$ cat src/rtl/axi_read_arbiter_pkg.sv
// Shared types and constants for the N-way AXI4 read arbiter.
// Imported by the arbiter top and its testbench.
package axi_arb_pkg;

  typedef enum logic [1:0] {
    ARB_IDLE,
    ARB_ADDR,
    ARB_DATA
  } arb_state_t;

  localparam logic [1:0] BURST_FIXED = 2'd0;
  localparam logic [1:0] BURST_INCR  = 2'd1;
  localparam logic [2:0] SIZE_WORD   = 3'b010;
  localparam logic [7:0] LEN_LINE    = 8'd15;

  function automatic logic [7:0] sat_inc(
    input logic [7:0] v
  );
    return (v == 8'hff) ? v : v + 8'd1;
  endfunction

endpackage

$ cat src/rtl/axi_read_arbiter_if.sv
// Upstream per-master request/response bundle plus the AXI AR/R port.
// master = arbiter side, slave = environment side.
interface axi_read_arbiter_if #(
  parameter int NUM_MASTERS = 2,
  parameter int ADDR_W      = 32,
  parameter int DATA_W      = 32,
  parameter int ID_W        = 4
);
  logic [NUM_MASTERS-1:0]        m_arvalid;
  logic [NUM_MASTERS*ADDR_W-1:0] m_araddr;
  logic [NUM_MASTERS*8-1:0]      m_arlen;
  logic [NUM_MASTERS*3-1:0]      m_arsize;
  logic [NUM_MASTERS*2-1:0]      m_arburst;
  logic [NUM_MASTERS-1:0]        m_arready;
  logic [NUM_MASTERS-1:0]        m_rvalid;
  logic [DATA_W-1:0]             m_rdata;
  logic [1:0]                    m_rresp;
  logic                          m_rlast;

  logic [ID_W-1:0]   arid;
  logic [ADDR_W-1:0] araddr;
  logic [7:0]        arlen;
  logic [2:0]        arsize;
  logic [1:0]        arburst;
  logic              arvalid;
  logic              arready;
  logic [ID_W-1:0]   rid;
  logic [DATA_W-1:0] rdata;
  logic [1:0]        rresp;
  logic              rlast;
  logic              rvalid;
  logic              rready;
  logic              busy;
  logic              err;

  modport master (
    input  m_arvalid, m_araddr, m_arlen,
    input  m_arsize, m_arburst,
    output m_arready, m_rvalid, m_rdata,
    output m_rresp, m_rlast,
    output arid, araddr, arlen, arsize,
    output arburst, arvalid,
    input  arready,
    input  rid, rdata, rresp, rlast, rvalid,
    output rready, busy, err
  );

  modport slave (
    output m_arvalid, m_araddr, m_arlen,
    output m_arsize, m_arburst,
    input  m_arready, m_rvalid, m_rdata,
    input  m_rresp, m_rlast,
    input  arid, araddr, arlen, arsize,
    input  arburst, arvalid,
    output arready,
    output rid, rdata, rresp, rlast, rvalid,
    input  rready, busy, err
  );

endinterface

$ cat src/rtl/axi_read_arbiter_rr_arbiter.sv
// Combinational request picker: round-robin from rr_ptr,
// or fixed priority with the highest index winning.
module rr_arbiter #(
  parameter int NUM_MASTERS = 2,
  parameter int FIXED_PRIO  = 0,
  localparam int IDX_W = $clog2(NUM_MASTERS)
) (
  input  logic [NUM_MASTERS-1:0] req,
  input  logic [IDX_W-1:0]       rr_ptr,
  output logic [NUM_MASTERS-1:0] gnt,
  output logic [IDX_W-1:0]       gnt_idx,
  output logic                   any_req
);

  localparam logic [IDX_W:0] NM =
    (IDX_W+1)'(NUM_MASTERS);

  logic [IDX_W:0] pos;
  logic           found;

  assign any_req = |req;

  always_comb begin
    gnt_idx = '0;
    found   = 1'b0;
    pos     = '0;
    if (FIXED_PRIO != 0) begin
      for (int i = 0; i < NUM_MASTERS; i++)
        if (req[i]) gnt_idx = IDX_W'(i);
    end else begin
      for (int k = 0; k < NUM_MASTERS; k++) begin
        pos = {1'b0, rr_ptr} + (IDX_W+1)'(k);
        if (pos >= NM) pos = pos - NM;
        if (!found && req[pos[IDX_W-1:0]]) begin
          found   = 1'b1;
          gnt_idx = pos[IDX_W-1:0];
        end
      end
    end
  end

  assign gnt = any_req ?
    (NUM_MASTERS'(1) << gnt_idx) : '0;

endmodule

$ cat src/rtl/axi_read_arbiter.sv
// N-master AXI4 read arbiter: one outstanding burst, AR registered,
// R beats steered to the owner, burst length and ID checked.
module axi_read_arbiter
  import axi_arb_pkg::*;
#(
  parameter int NUM_MASTERS = 2,
  parameter int ADDR_W      = 32,
  parameter int DATA_W      = 32,
  parameter int ID_W        = 4,
  parameter int FIXED_PRIO  = 0
) (
  input logic clk,
  input logic rst,
  axi_read_arbiter_if.master bus
);

  localparam int IDX_W = $clog2(NUM_MASTERS);
  localparam logic [IDX_W-1:0] LAST =
    IDX_W'(NUM_MASTERS-1);

  arb_state_t             state;
  logic [IDX_W-1:0]       rr_ptr;
  logic [IDX_W-1:0]       gnt_idx;
  logic [NUM_MASTERS-1:0] gnt;
  logic [NUM_MASTERS-1:0] owner;
  logic                   any_req;
  logic [7:0]             beat_cnt;

  logic [ID_W-1:0]   arid_q;
  logic [ADDR_W-1:0] araddr_q;
  logic [7:0]        arlen_q;
  logic [2:0]        arsize_q;
  logic [1:0]        arburst_q;

  logic [ADDR_W-1:0] sel_addr;
  logic [7:0]        sel_len;
  logic [2:0]        sel_size;
  logic [1:0]        sel_burst;
  logic              in_data;

  rr_arbiter #(
    .NUM_MASTERS (NUM_MASTERS),
    .FIXED_PRIO  (FIXED_PRIO)
  ) u_arb (
    .req     (bus.m_arvalid),
    .rr_ptr  (rr_ptr),
    .gnt     (gnt),
    .gnt_idx (gnt_idx),
    .any_req (any_req)
  );

  always_comb begin
    sel_addr  = '0;
    sel_len   = '0;
    sel_size  = '0;
    sel_burst = '0;
    for (int i = 0; i < NUM_MASTERS; i++) begin
      if (gnt[i]) begin
        sel_addr  = bus.m_araddr[i*ADDR_W +: ADDR_W];
        sel_len   = bus.m_arlen[i*8 +: 8];
        sel_size  = bus.m_arsize[i*3 +: 3];
        sel_burst = bus.m_arburst[i*2 +: 2];
      end
    end
  end

  always_ff @(posedge clk or negedge rst) begin
    if (!rst) begin
      state     <= ARB_IDLE;
      rr_ptr    <= '0;
      beat_cnt  <= '0;
      owner     <= '0;
      arid_q    <= '0;
      araddr_q  <= '0;
      arlen_q   <= '0;
      arsize_q  <= '0;
      arburst_q <= '0;
    end else begin
      unique case (state)
        ARB_IDLE: begin
          if (any_req) begin
            state     <= ARB_ADDR;
            owner     <= gnt;
            arid_q    <= ID_W'(gnt_idx);
            araddr_q  <= sel_addr;
            arlen_q   <= sel_len;
            arsize_q  <= sel_size;
            arburst_q <= sel_burst;
            if (FIXED_PRIO == 0)
              rr_ptr <= (gnt_idx == LAST) ?
                '0 : gnt_idx + IDX_W'(1);
          end
        end
        ARB_ADDR: begin
          if (bus.arready) begin
            state    <= ARB_DATA;
            beat_cnt <= '0;
          end
        end
        ARB_DATA: begin
          if (bus.rvalid) begin
            beat_cnt <= sat_inc(beat_cnt);
            if (bus.rlast) state <= ARB_IDLE;
          end
        end
        default: state <= ARB_IDLE;
      endcase
    end
  end

  assign in_data = (state == ARB_DATA);

  // Grant is masked while reset is held so no master sees a handshake.
  assign bus.m_arready =
    (rst && state == ARB_IDLE) ? gnt : '0;
  assign bus.m_rvalid =
    (in_data && bus.rvalid) ? owner : '0;
  assign bus.m_rdata = bus.rdata;
  assign bus.m_rresp = bus.rresp;
  assign bus.m_rlast = bus.rlast;

  assign bus.arid    = arid_q;
  assign bus.araddr  = araddr_q;
  assign bus.arlen   = arlen_q;
  assign bus.arsize  = arsize_q;
  assign bus.arburst = arburst_q;
  assign bus.arvalid = (state == ARB_ADDR);
  assign bus.rready  = in_data;
  assign bus.busy    = (state != ARB_IDLE);

  assign bus.err = in_data && bus.rvalid && (
    (bus.rlast && beat_cnt != arlen_q) ||
    (!bus.rlast && beat_cnt == arlen_q) ||
    (bus.rid != arid_q));

endmodule

$ cat src/flat_wrapper.sv
// flat-port wrapper written by rule: the top's interface ports become plain ports
module axi_read_arbiter_flat import axi_arb_pkg::*;
#(
  parameter int NUM_MASTERS = 2,
  parameter int ADDR_W      = 32,
  parameter int DATA_W      = 32,
  parameter int ID_W        = 4,
  parameter int FIXED_PRIO  = 0
)
  (clk, rst, bus_m_arvalid, bus_m_araddr, bus_m_arlen, bus_m_arsize, bus_m_arburst, bus_m_arready, bus_m_rvalid, bus_m_rdata, bus_m_rresp, bus_m_rlast, bus_arid, bus_araddr, bus_arlen, bus_arsize, bus_arburst, bus_arvalid, bus_arready, bus_rid, bus_rdata, bus_rresp, bus_rlast, bus_rvalid, bus_rready, bus_busy, bus_err);
  axi_read_arbiter_if #(.NUM_MASTERS(NUM_MASTERS), .ADDR_W(ADDR_W), .DATA_W(DATA_W), .ID_W(ID_W)) bus_i ();
  input logic clk;
  input logic rst;
  input wire logic [$bits(bus_i.m_arvalid)-1:0] bus_m_arvalid;
  input wire logic [$bits(bus_i.m_araddr)-1:0] bus_m_araddr;
  input wire logic [$bits(bus_i.m_arlen)-1:0] bus_m_arlen;
  input wire logic [$bits(bus_i.m_arsize)-1:0] bus_m_arsize;
  input wire logic [$bits(bus_i.m_arburst)-1:0] bus_m_arburst;
  output wire logic [$bits(bus_i.m_arready)-1:0] bus_m_arready;
  output wire logic [$bits(bus_i.m_rvalid)-1:0] bus_m_rvalid;
  output wire logic [$bits(bus_i.m_rdata)-1:0] bus_m_rdata;
  output wire logic [$bits(bus_i.m_rresp)-1:0] bus_m_rresp;
  output wire logic [$bits(bus_i.m_rlast)-1:0] bus_m_rlast;
  output wire logic [$bits(bus_i.arid)-1:0] bus_arid;
  output wire logic [$bits(bus_i.araddr)-1:0] bus_araddr;
  output wire logic [$bits(bus_i.arlen)-1:0] bus_arlen;
  output wire logic [$bits(bus_i.arsize)-1:0] bus_arsize;
  output wire logic [$bits(bus_i.arburst)-1:0] bus_arburst;
  output wire logic [$bits(bus_i.arvalid)-1:0] bus_arvalid;
  input wire logic [$bits(bus_i.arready)-1:0] bus_arready;
  input wire logic [$bits(bus_i.rid)-1:0] bus_rid;
  input wire logic [$bits(bus_i.rdata)-1:0] bus_rdata;
  input wire logic [$bits(bus_i.rresp)-1:0] bus_rresp;
  input wire logic [$bits(bus_i.rlast)-1:0] bus_rlast;
  input wire logic [$bits(bus_i.rvalid)-1:0] bus_rvalid;
  output wire logic [$bits(bus_i.rready)-1:0] bus_rready;
  output wire logic [$bits(bus_i.busy)-1:0] bus_busy;
  output wire logic [$bits(bus_i.err)-1:0] bus_err;
  assign bus_i.m_arvalid = bus_m_arvalid;
  assign bus_i.m_araddr = bus_m_araddr;
  assign bus_i.m_arlen = bus_m_arlen;
  assign bus_i.m_arsize = bus_m_arsize;
  assign bus_i.m_arburst = bus_m_arburst;
  assign bus_m_arready = bus_i.m_arready;
  assign bus_m_rvalid = bus_i.m_rvalid;
  assign bus_m_rdata = bus_i.m_rdata;
  assign bus_m_rresp = bus_i.m_rresp;
  assign bus_m_rlast = bus_i.m_rlast;
  assign bus_arid = bus_i.arid;
  assign bus_araddr = bus_i.araddr;
  assign bus_arlen = bus_i.arlen;
  assign bus_arsize = bus_i.arsize;
  assign bus_arburst = bus_i.arburst;
  assign bus_arvalid = bus_i.arvalid;
  assign bus_i.arready = bus_arready;
  assign bus_i.rid = bus_rid;
  assign bus_i.rdata = bus_rdata;
  assign bus_i.rresp = bus_rresp;
  assign bus_i.rlast = bus_rlast;
  assign bus_i.rvalid = bus_rvalid;
  assign bus_rready = bus_i.rready;
  assign bus_busy = bus_i.busy;
  assign bus_err = bus_i.err;
  axi_read_arbiter #(.NUM_MASTERS(NUM_MASTERS), .ADDR_W(ADDR_W), .DATA_W(DATA_W), .ID_W(ID_W), .FIXED_PRIO(FIXED_PRIO)) u_core (.clk(clk), .rst(rst), .bus(bus_i));
endmodule
$ cat config.mk
export PLATFORM = sky130hd
export DESIGN_NAME = axi_read_arbiter_flat
export DESIGN_NICKNAME = d
export VERILOG_FILES = /design/src/rtl/axi_read_arbiter_pkg.sv /design/src/rtl/axi_read_arbiter_if.sv /design/src/rtl/axi_read_arbiter_rr_arbiter.sv /design/src/rtl/axi_read_arbiter.sv /design/src/flat_wrapper.sv
export SDC_FILE = /design/constraint.sdc
export NUM_CORES = 1
export LEC_CHECK = 0
export BUFFER_PORTS_ARGS = -buffer_cell sky130_fd_sc_hd__buf_2
export CAP_MARGIN = 10
export CORE_MARGIN = 2
export CORE_UTILIZATION = 40
export CTS_CLUSTER_DIAMETER = 30
export DETAILED_ROUTE_END_ITERATION = 7
export PLACE_DENSITY = 0.79
export SYNTH_ARGS = -nofsm -noshare
export SYNTH_HDL_FRONTEND = slang
export SYNTH_SLANG_ARGS = --single-unit
export TNS_END_PERCENT = 1
$ cat constraint.sdc
create_clock -name clk -period 4.2 [get_ports clk]
set_clock_uncertainty 0.1 [all_clocks]
set_input_delay 0.84 -clock clk [delete_from_list [all_inputs] [get_ports clk]]
set_output_delay 0.84 -clock clk [all_outputs]
set_load 0.005 [all_outputs]
; ---- After elaboration in Yosys (flattened, before gate mapping)
; Cells that the tools add are included.
[totals]
register_bits = 59
output_inout_bits = 92
input_bits = 135
elab_cells = 77
[op_classes]
n_mux = 30
reduce_logical = 17
order_cmp = 4
n_eq_ne = 11
shifts = 1
n_addsub = 5
[op_table]
columns = cell, n
row1 = 2-to-1 mux 32 bit, 2
row2 = 2-to-1 mux 8 bit, 5
row3 = 2-to-1 mux 2 bit, 9
row4 = one-hot mux 8 bit (2 select lines), 1
row5 = 2-to-1 mux 1 bit, 10
row6 = "adder 8 x 1 -> 8 bit, second input constant", 1
row7 = equality test 8 bit, 1
row8 = "equality test 8 bit, second input constant", 1
row9 = "inequality test 2 bit, second input constant", 4
row10 = inequality test 8 bit, 1
row11 = AND reduction 4 bit, 2
row12 = logical AND 1 bit, 6
row13 = 2-to-1 mux 3 bit, 2
row14 = one-hot mux 2 bit (3 select lines), 1
row15 = "less-than comparator 1 x 2 -> 1 bit, second input constant", 2
row16 = inequality test 4 x 1 -> 1 bit, 1
row17 = nonzero test 2 bit, 2
row18 = "adder 1 x 1 -> 2 bit, second input constant", 1
row19 = "equality test 2 x 1 -> 1 bit, second input constant", 1
row20 = "equality test 2 bit, second input constant", 1
row21 = "greater-or-equal comparator 1 x 2 -> 1 bit, second input constant", 1
row22 = "greater-or-equal comparator 2 bit, second input constant", 1
row23 = zero test 1 bit, 2
row24 = zero test 2 bit, 1
row25 = other kinds (7), 9

; ---- Logic depth before layout (Yosys ltp)
; Gate-level depths: netlist (run 1).
[depth]
depth_word = 12
mapped_depth = 6
depth_no_buf = 5

; ---- By module
; From an unflattened synthesis (run 1), not the netlist that was laid out.
[unflattened]
cells_unflattened = 339
hier_area_um2 = 3134.3
[modules_own_cells]
columns = mod, cells_each, area_each_um2, n_inst, seq_area_each_um2
row1 = axi_read_arbiter, 334, 3101.7, 1, 1476.4
row2 = rr_arbiter, 5, 32.5, 1, 0.0

; ---- Worst setup path before layout (run 1)
; No wires, ideal clock.
[synth_path]
path_kind = input-to-output
from = input bus_rid[0]
to = output bus_err
n_path_buf = 0
t_arrival_ns = 1.705
path_stages = 4
required_time_ns = 3.260
path_slack_ns = 1.555
cell_sequence = xor2_1 > or4_1 > nor4bb_1 > nor3_1
[synth_via]
elab_chain_len = 3
[synth_rtl]
columns = item, line_no
row1 = start: declaration, flat_wrapper.sv:31  ; input wire logic [$bits(bus_i.rid)-1:0] bus_rid;
row2 = inequality test 4 x 1 -> 1 bit, axi_read_arbiter.sv:134  ; (bus.rid != arid_q));
row3 = logical OR 1 bit, axi_read_arbiter.sv:133  ; (!bus.rlast && beat_cnt == arlen_q) ||
row4 = logical AND 1 bit, axi_read_arbiter.sv:131  ; assign bus.err = in_data && bus.rvalid && (
row5 = end: declaration, flat_wrapper.sv:38  ; output wire logic [$bits(bus_i.err)-1:0] bus_err;
; Every way passes these cells.

; ---- Worst setup path in the final report (run 1)
[layout_path]
from = register u_core.beat_cnt[7]
to = output bus_err
[layout_via]
elab_chain_len = 5
word_cells_on_any_way = 7
classes_between = eq/ne (2) / reduce/logical (5)
[layout_rtl]
columns = item, line_no
row1 = start: declaration, axi_read_arbiter.sv:27  ; logic [7:0] beat_cnt;
row2 = start signal: assignment, axi_read_arbiter.sv:102  ; beat_cnt <= sat_inc(beat_cnt);
row3 = inequality test 8 bit or equality test 8 bit (tied branches), "axi_read_arbiter.sv:132, axi_read_arbiter.sv:133"
row4 = "logical AND 1 bit, on equally long branches", "axi_read_arbiter.sv:132, axi_read_arbiter.sv:133"
row5 = logical OR 1 bit (*), axi_read_arbiter.sv:132  ; (bus.rlast && beat_cnt != arlen_q) ||
row6 = logical OR 1 bit (*), axi_read_arbiter.sv:133
row7 = logical AND 1 bit (*), axi_read_arbiter.sv:131
; Mark *: on every way between the ends. The rest lies on a longest branch, timed or not.

==> impl_metrics.env, run 1 <==
export IMPL_synth_distinct_cells=43
export IMPL_cts_resized_gates=0
export IMPL_regArea_sq_um=1476
export IMPL_synth_ff_type="dfrtp_1"
export IMPL_final_cell_mix="buf_2, dfrtp_1, and2_1, a221o_1"
export IMPL_drive_gt1_share_pct=44.12
export IMPL_fillCellCount=715
export IMPL_synth_seq_cells=59
export IMPL_clk_latency_ns=0.32
export IMPL_powerDensity_nw_per_um2=662.6
export IMPL_multi_input_area_sq_um=1272
export IMPL_grt_pass1_wl_um=13290
export IMPL_cts_setup_buffers=0
export IMPL_grt_max_degree=60
export IMPL_critPathArrivalTime_ns=2.03
export IMPL_clk_path_buf_depth=2
export IMPL_crit_start="u_core.beat_cnt[7]"
export IMPL_synthToLayoutAreaGrowth_pct=22.19
export IMPL_rsz0062_at_grt="false"
export IMPL_wirelength_um=8115
export IMPL_setup_worst_path_start_class="register"
export IMPL_coreArea_sq_um=7687
export IMPL_gp_congestion=0.9051
export IMPL_dp_slack_ns=1.245
export IMPL_holdBufCountCts=0
export IMPL_viasPerCell=5.171
export IMPL_die_w_um=92.86
export IMPL_setup_viol=0
export IMPL_overflow=0
export IMPL_rows=32
export IMPL_portBuffers=155
export IMPL_fmax_ghz=0.3365
export IMPL_worst_setup_path_end_kind="output pin"
export IMPL_htree_levels=3
export IMPL_ys_seq_area_share_pct=46.75
export IMPL_reg2reg_from="u_core.state[1]"
export IMPL_ys_top_cells_by_area="dfrtp_1, a221o_1, buf_4"
export IMPL_grt_usage_pct=19.62
export IMPL_dr_total_vias=2637
export IMPL_worstHoldPathType="reg2reg"
export IMPL_ys_warn_count=0
export IMPL_leakagePower_uw=0.002039
export IMPL_die_h_um=92.86
export IMPL_synth_edff_count=0
export IMPL_final_setup_worst_slack_ns=1.228
export IMPL_cap_violations=0
export IMPL_synthArstFlopShare_pct=100.0
export IMPL_yosysTopAreaCell="dfrtp_1"
export IMPL_grt_pass1_vias=2722
export IMPL_slew_headroom_pct=26.52
export IMPL_syn_inst=288
export IMPL_outcome="completed"
export IMPL_ant_nets=0
export IMPL_top_level_ports=227
export IMPL_clkSlewWorstSetupHoldPaths_ns=0.06
export IMPL_period_needed_ns=2.972
export IMPL_reg2regPathDepth=4
export IMPL_fin_crit_sh_pct=70.75
export IMPL_worstPathRequired_ns=3.26
export IMPL_critPathMaxFanout=6
export IMPL_fp_dieArea_sq_um=8622
export IMPL_drt_initial_drc_count=82
export IMPL_antenna_found_initial=0
export IMPL_worst_slew_pin_slew_ns=1.100
export IMPL_synth_top_cell_area_share_pct=46.75
export IMPL_final_nets=539
export IMPL_cts_tree="built"
export IMPL_wl_per_cell_um=15.91
export IMPL_rr_endpoint="u_core.bus.arsize[2]"
export IMPL_start_util_pct=41.08
export IMPL_final_max_slew_viol_count=0
export IMPL_drc=0
export IMPL_cts_sinks=59
export IMPL_reg2reg_setup_slack_ns=2.06
export IMPL_antenna_cells=0
export IMPL_avgSynthCellArea_sq_um=10.97
export IMPL_dr_pass1_iters=4
export IMPL_ir_drop_v=0.0002754
export IMPL_critPathKind="reg2out"
export IMPL_syn_cell_area_sq_um=3158
export IMPL_setup_tns_ns=0
export IMPL_final_hold_viol_count=0
export IMPL_root_buffer="clkbuf_8"
export IMPL_hpwlAfterDp_um=5847
export IMPL_cts_made_buffers=9
export IMPL_mostFrequentLayoutCell="buf_2"
export IMPL_crit_end="bus_err"
## cell families after synthesis
group	Yosys count	synth area share [%]
flops	59	46.75
buf+inv	60	13.63
simple gates	89	16.80
xor+xnor	10	2.773
fa+ha+maj	1	0.3961
compound gates	68	19.53
other cells	1	0.1187
## metal layers
metal	GRT usage (%)	routed length, um	vias up
met5	0	0	-
met4	6.740	106	0
met3	5.940	657	17
met2	31.52	3760	134
met1	25.21	3591	1251
li1	-	-	1235
## critical path, cell delays in order, from the launching register on
cell and delay, ns:
dfrtp_1 0.44, xor2_1 0.18, nor4_1 0.50, nor4bb_1 0.38
nor3_1 0.07, buf_2 0.14
## registers in the layout (all words and copies together), names as in the netlist
register,count
u_core.beat_cnt,8
u_core.bus.araddr,32
u_core.bus.arburst,2
u_core.bus.arid,1
u_core.bus.arlen,8
u_core.bus.arsize,3
u_core.owner,2
u_core.rr_ptr,1
u_core.state,2
## synth_stat cells, types with 2 or more instances
library cell	instances
and3_4	2
a211o_1	2
buf_4	40
o211ai_1	2
nor2_2	2
buf_2	2
nand3_1	3
nand2_1	11
and2_1	45
nor4_1	3
buf_6	4
nor2_1	7
a21o_1	3
xor2_1	10
a221o_1	45
nand2b_1	4
inv_1	3
inv_2	2
clkbuf_1	7
o21ai_0	2
dfrtp_1	59
o21ai_1	3
a31oi_1	2
buf_8	2
and3_1	4
o21ai_2	2
## power by group
| part | internal (uW) | leakage, uW | total [uW] | switching (uW) |
|---|---|---|---|---|
| Combinational | 583 | 0.00121 | 1110 | 530 |
| Sequential | 820 | 0.000740 | 991 | 171 |
| Clock | 245 | 0.0000905 | 453 | 208 |
## worst min path at each step
stage / start / end / slack (ns) / cells after the start
5_1_grt: u_core.owner[1] / u_core.owner[1] / 0.40 / 1
3_5_place_dp: u_core.owner[1] / u_core.owner[1] / 0.37 / 1
3_3_place_gp: u_core.owner[1] / u_core.owner[1] / 0.36 / 1
2_1_floorplan: u_core.owner[0] / u_core.owner[0] / 0.34 / 1
4_1_cts: u_core.owner[1] / u_core.owner[1] / 0.38 / 1
6_report: u_core.owner[1] / u_core.owner[1] / 0.38 / 1
## stage by stage
stage / std cells / instance area (sq um) / util, % / hold slack, ns / total power, uW
2_1_floorplan: 290 / 3166 / - / 0.3414 / 1721
3_3_place_gp: 494 / 3686 / 47.95 / 0.3636 / 2084
3_5_place_dp: 494 / 3686 / 47.95 / 0.3655 / 2125
4_1_cts: 510 / 3859 / 50.20 / 0.3795 / 2598
5_1_grt: 510 / 3859 / 50.20 / 0.3969 / 2767
6_report: 510 / 3859 / 50.20 / 0.3828 / 2557
## layout make-up
type | count | share of cell area [%]
Clock buffer | 14 | 4.215
Clock inverter | 2 | 0.2594
Inverter | 5 | 0.4864
Multi-Input combinational cell | 171 | 32.98
Sequential cell | 59 | 38.26
Tap cell | 102 | 3.307
Timing Repair Buffer | 157 | 20.49
No activity file was read; power rests on OpenSTA's default activity.
==> inputs of run 2 (changes only) <==
--- a/config.mk
+++ b/config.mk
@@ -8,10 +8,10 @@
 export BUFFER_PORTS_ARGS = -buffer_cell sky130_fd_sc_hd__buf_2
 export CAP_MARGIN = 10
 export CORE_MARGIN = 2
-export CORE_UTILIZATION = 40
+export CORE_UTILIZATION = 37
 export CTS_CLUSTER_DIAMETER = 30
 export DETAILED_ROUTE_END_ITERATION = 7
-export PLACE_DENSITY = 0.79
+export PLACE_DENSITY = 0.77
 export SYNTH_ARGS = -nofsm -noshare
 export SYNTH_HDL_FRONTEND = slang
 export SYNTH_SLANG_ARGS = --single-unit
==> constraint.sdc (replaced) <==
create_clock -name clk -period 2.7 [get_ports clk]
set_clock_uncertainty 0.1 [all_clocks]
set_input_delay 0.54 -clock clk [delete_from_list [all_inputs] [get_ports clk]]
set_output_delay 0.54 -clock clk [all_outputs]
set_load 0.005 [all_outputs]
==> run 2 against run 1 <==
Against the previous run: wire length shrank 2.6%; clock power grew 70%; setup slack lost 1.0 ns; sequential power grew 54%; first-iteration DRC count grew 18%; worst hold slack lost 0.044 ns; non-clock buffer count grew 2.
==> impl_metrics.env, run 2 (synthesized netlist as in run 1, its figures left out) <==
export IMPL_gp_congestion=0.8312
export IMPL_crit_start="u_core.beat_cnt[7]"
export IMPL_grt_pass1_vias=2415
export IMPL_wl_per_cell_um=15.38
export IMPL_grt_usage_pct=16.50
export IMPL_outcome="completed"
export IMPL_die_h_um=96.39
export IMPL_worstPathRequired_ns=2.06
export IMPL_fp_dieArea_sq_um=9290
export IMPL_critPathMaxFanout=6
export IMPL_rsz0062_at_grt="false"
export IMPL_period_needed_ns=2.495
export IMPL_path_delay_family="simple AND/OR/NAND/NOR gates"
export IMPL_fillCellCount=765
export IMPL_final_hold_viol_count=0
export IMPL_cts_made_buffers=9
export IMPL_slowest_delay_ns=0.44
export IMPL_worst_setup_path_end_kind="output pin"
export IMPL_leakagePower_uw=0.002062
export IMPL_rows=33
export IMPL_final_nets=541
export IMPL_critPathBufInv=1
export IMPL_final_max_slew_viol_count=0
export IMPL_path_cells="xor2_1 > nor4_1 > nor4bb_1 > nor3_1 > buf_2"
export IMPL_regArea_sq_um=1476
export IMPL_clk_latency_ns=0.32
export IMPL_drc=0
export IMPL_setup_worst_path_start_class="register"
export IMPL_ant_nets=0
export IMPL_top_level_ports=227
export IMPL_largest_register_ffs=32
export IMPL_critPathSlowestCell="dfrtp_1"
export IMPL_grt_pass1_wl_um=11660
export IMPL_cts_tree="built"
export IMPL_holdBufCountCts=0
export IMPL_hpwlAfterDp_um=5685
export IMPL_overflow=0
export IMPL_critPathArrivalTime_ns=1.85
export IMPL_critPathKind="reg2out"
export IMPL_drive_gt1_share_pct=44.99
export IMPL_antenna_cells=0
export IMPL_powerDensity_nw_per_um2=1035
export IMPL_fmax_ghz=0.4008
export IMPL_portBuffers=155
export IMPL_final_cell_mix="buf_2, dfrtp_1, and2_1, a221o_1, clkbuf_8"
export IMPL_setup_tns_ns=0
export IMPL_worst_slew_pin_slew_ns=0.8979
export IMPL_slew_headroom_pct=40.14
export IMPL_mostFrequentLayoutCell="buf_2"
export IMPL_clkSlewWorstSetupHoldPaths_ns=0.06
export IMPL_htree_levels=3
export IMPL_root_buffer="clkbuf_8"
export IMPL_whs_ns=0.3386
export IMPL_cts_resized_gates=0
export IMPL_cts_setup_buffers=0
export IMPL_coreArea_sq_um=8258
export IMPL_reg2reg_from="u_core.state[1]"
export IMPL_clk_path_buf_depth=2
export IMPL_fin_crit_sh_pct=92.40
export IMPL_cap_violations=0
export IMPL_worstHoldPathType="in2async"
export IMPL_start_util_pct=38.24
export IMPL_synthToLayoutAreaGrowth_pct=23.34
export IMPL_dr_pass1_iters=6
export IMPL_dr_total_vias=2652
export IMPL_die_w_um=96.39
export IMPL_utilization_pct=47.17
export IMPL_grt_max_degree=60
export IMPL_viasPerCell=5.160
export IMPL_ir_drop_v=0.0003873
export IMPL_cts_sinks=59
export IMPL_multi_input_area_sq_um=1265
export IMPL_setup_viol=0
export IMPL_wirelength_um=7906
export IMPL_drt_initial_drc_count=97
export IMPL_antenna_found_initial=0
-- run 2: path summary, 6_finish.rpt --
kind | to | slack, ns | depth (start not counted)
max in group asynchronous | u_core.bus.arsize[0] | 1.66 | 2
min reg2reg | u_core.owner[1] | 0.37 | 1
min in group clk | u_core.state[0] | 0.34 | 2
min | u_core.bus.arlen[6] | 0.34 | 2
max reg2reg | u_core.bus.araddr[30] | 0.64 | 5
max | bus_err | 0.21 | 5
-- run 2: final cells by class --
type / instances / share of cell area (%)
clock buffers: 14 / 4.947
clock inverters: 1 / 0.1285
inverters: 5 / 0.4818
multi-input cells: 171 / 32.48
flip-flops and latches: 59 / 37.91
well taps: 105 / 3.373
repair buffers: 159 / 20.69
-- run 2: per-layer routing --
layer	global-route usage (%)	up-vias	wire length, um
met2	27.14	118	3903
met3	4.655	10	581
met5	0	-	0
met4	5.869	0	91
li1	-	1239	-
met1	20.81	1285	3330
-- run 2: report_power, final --
| part | leakage [uW] | internal (uW) | switching [uW] | total [uW] |
|---|---|---|---|---|
| logic | 0.00122 | 917 | 817 | 1730 |
| clock network | 0.000105 | 452 | 317 | 769 |
| registers | 0.000740 | 1280 | 254 | 1530 |
| total | 0.00206 | 2640 | 1390 | 4030 |
-- run 2: worst reg2reg max path, cell delays in order, from the launching register on --
cell and delay (ns):
dfrtp_1 0.41, nor2_2 0.24, inv_2 0.09, nor2_4 0.58
buf_4 0.38, a221o_1 0.20
-- run 2: stage by stage --
step | instances | power (uW) | area, sq um | setup WS, ns
after floorplan | 290 | 2677 | 3166 | 0.6548
after global placement | 499 | 3246 | 3697 | 0.3904
after detailed placement | 499 | 3292 | 3697 | 0.3828
after CTS | 514 | 4096 | 3895 | 0.1982
after global routing | 514 | 4341 | 3895 | 0.06882
final | 514 | 4032 | 3895 | 0.2053
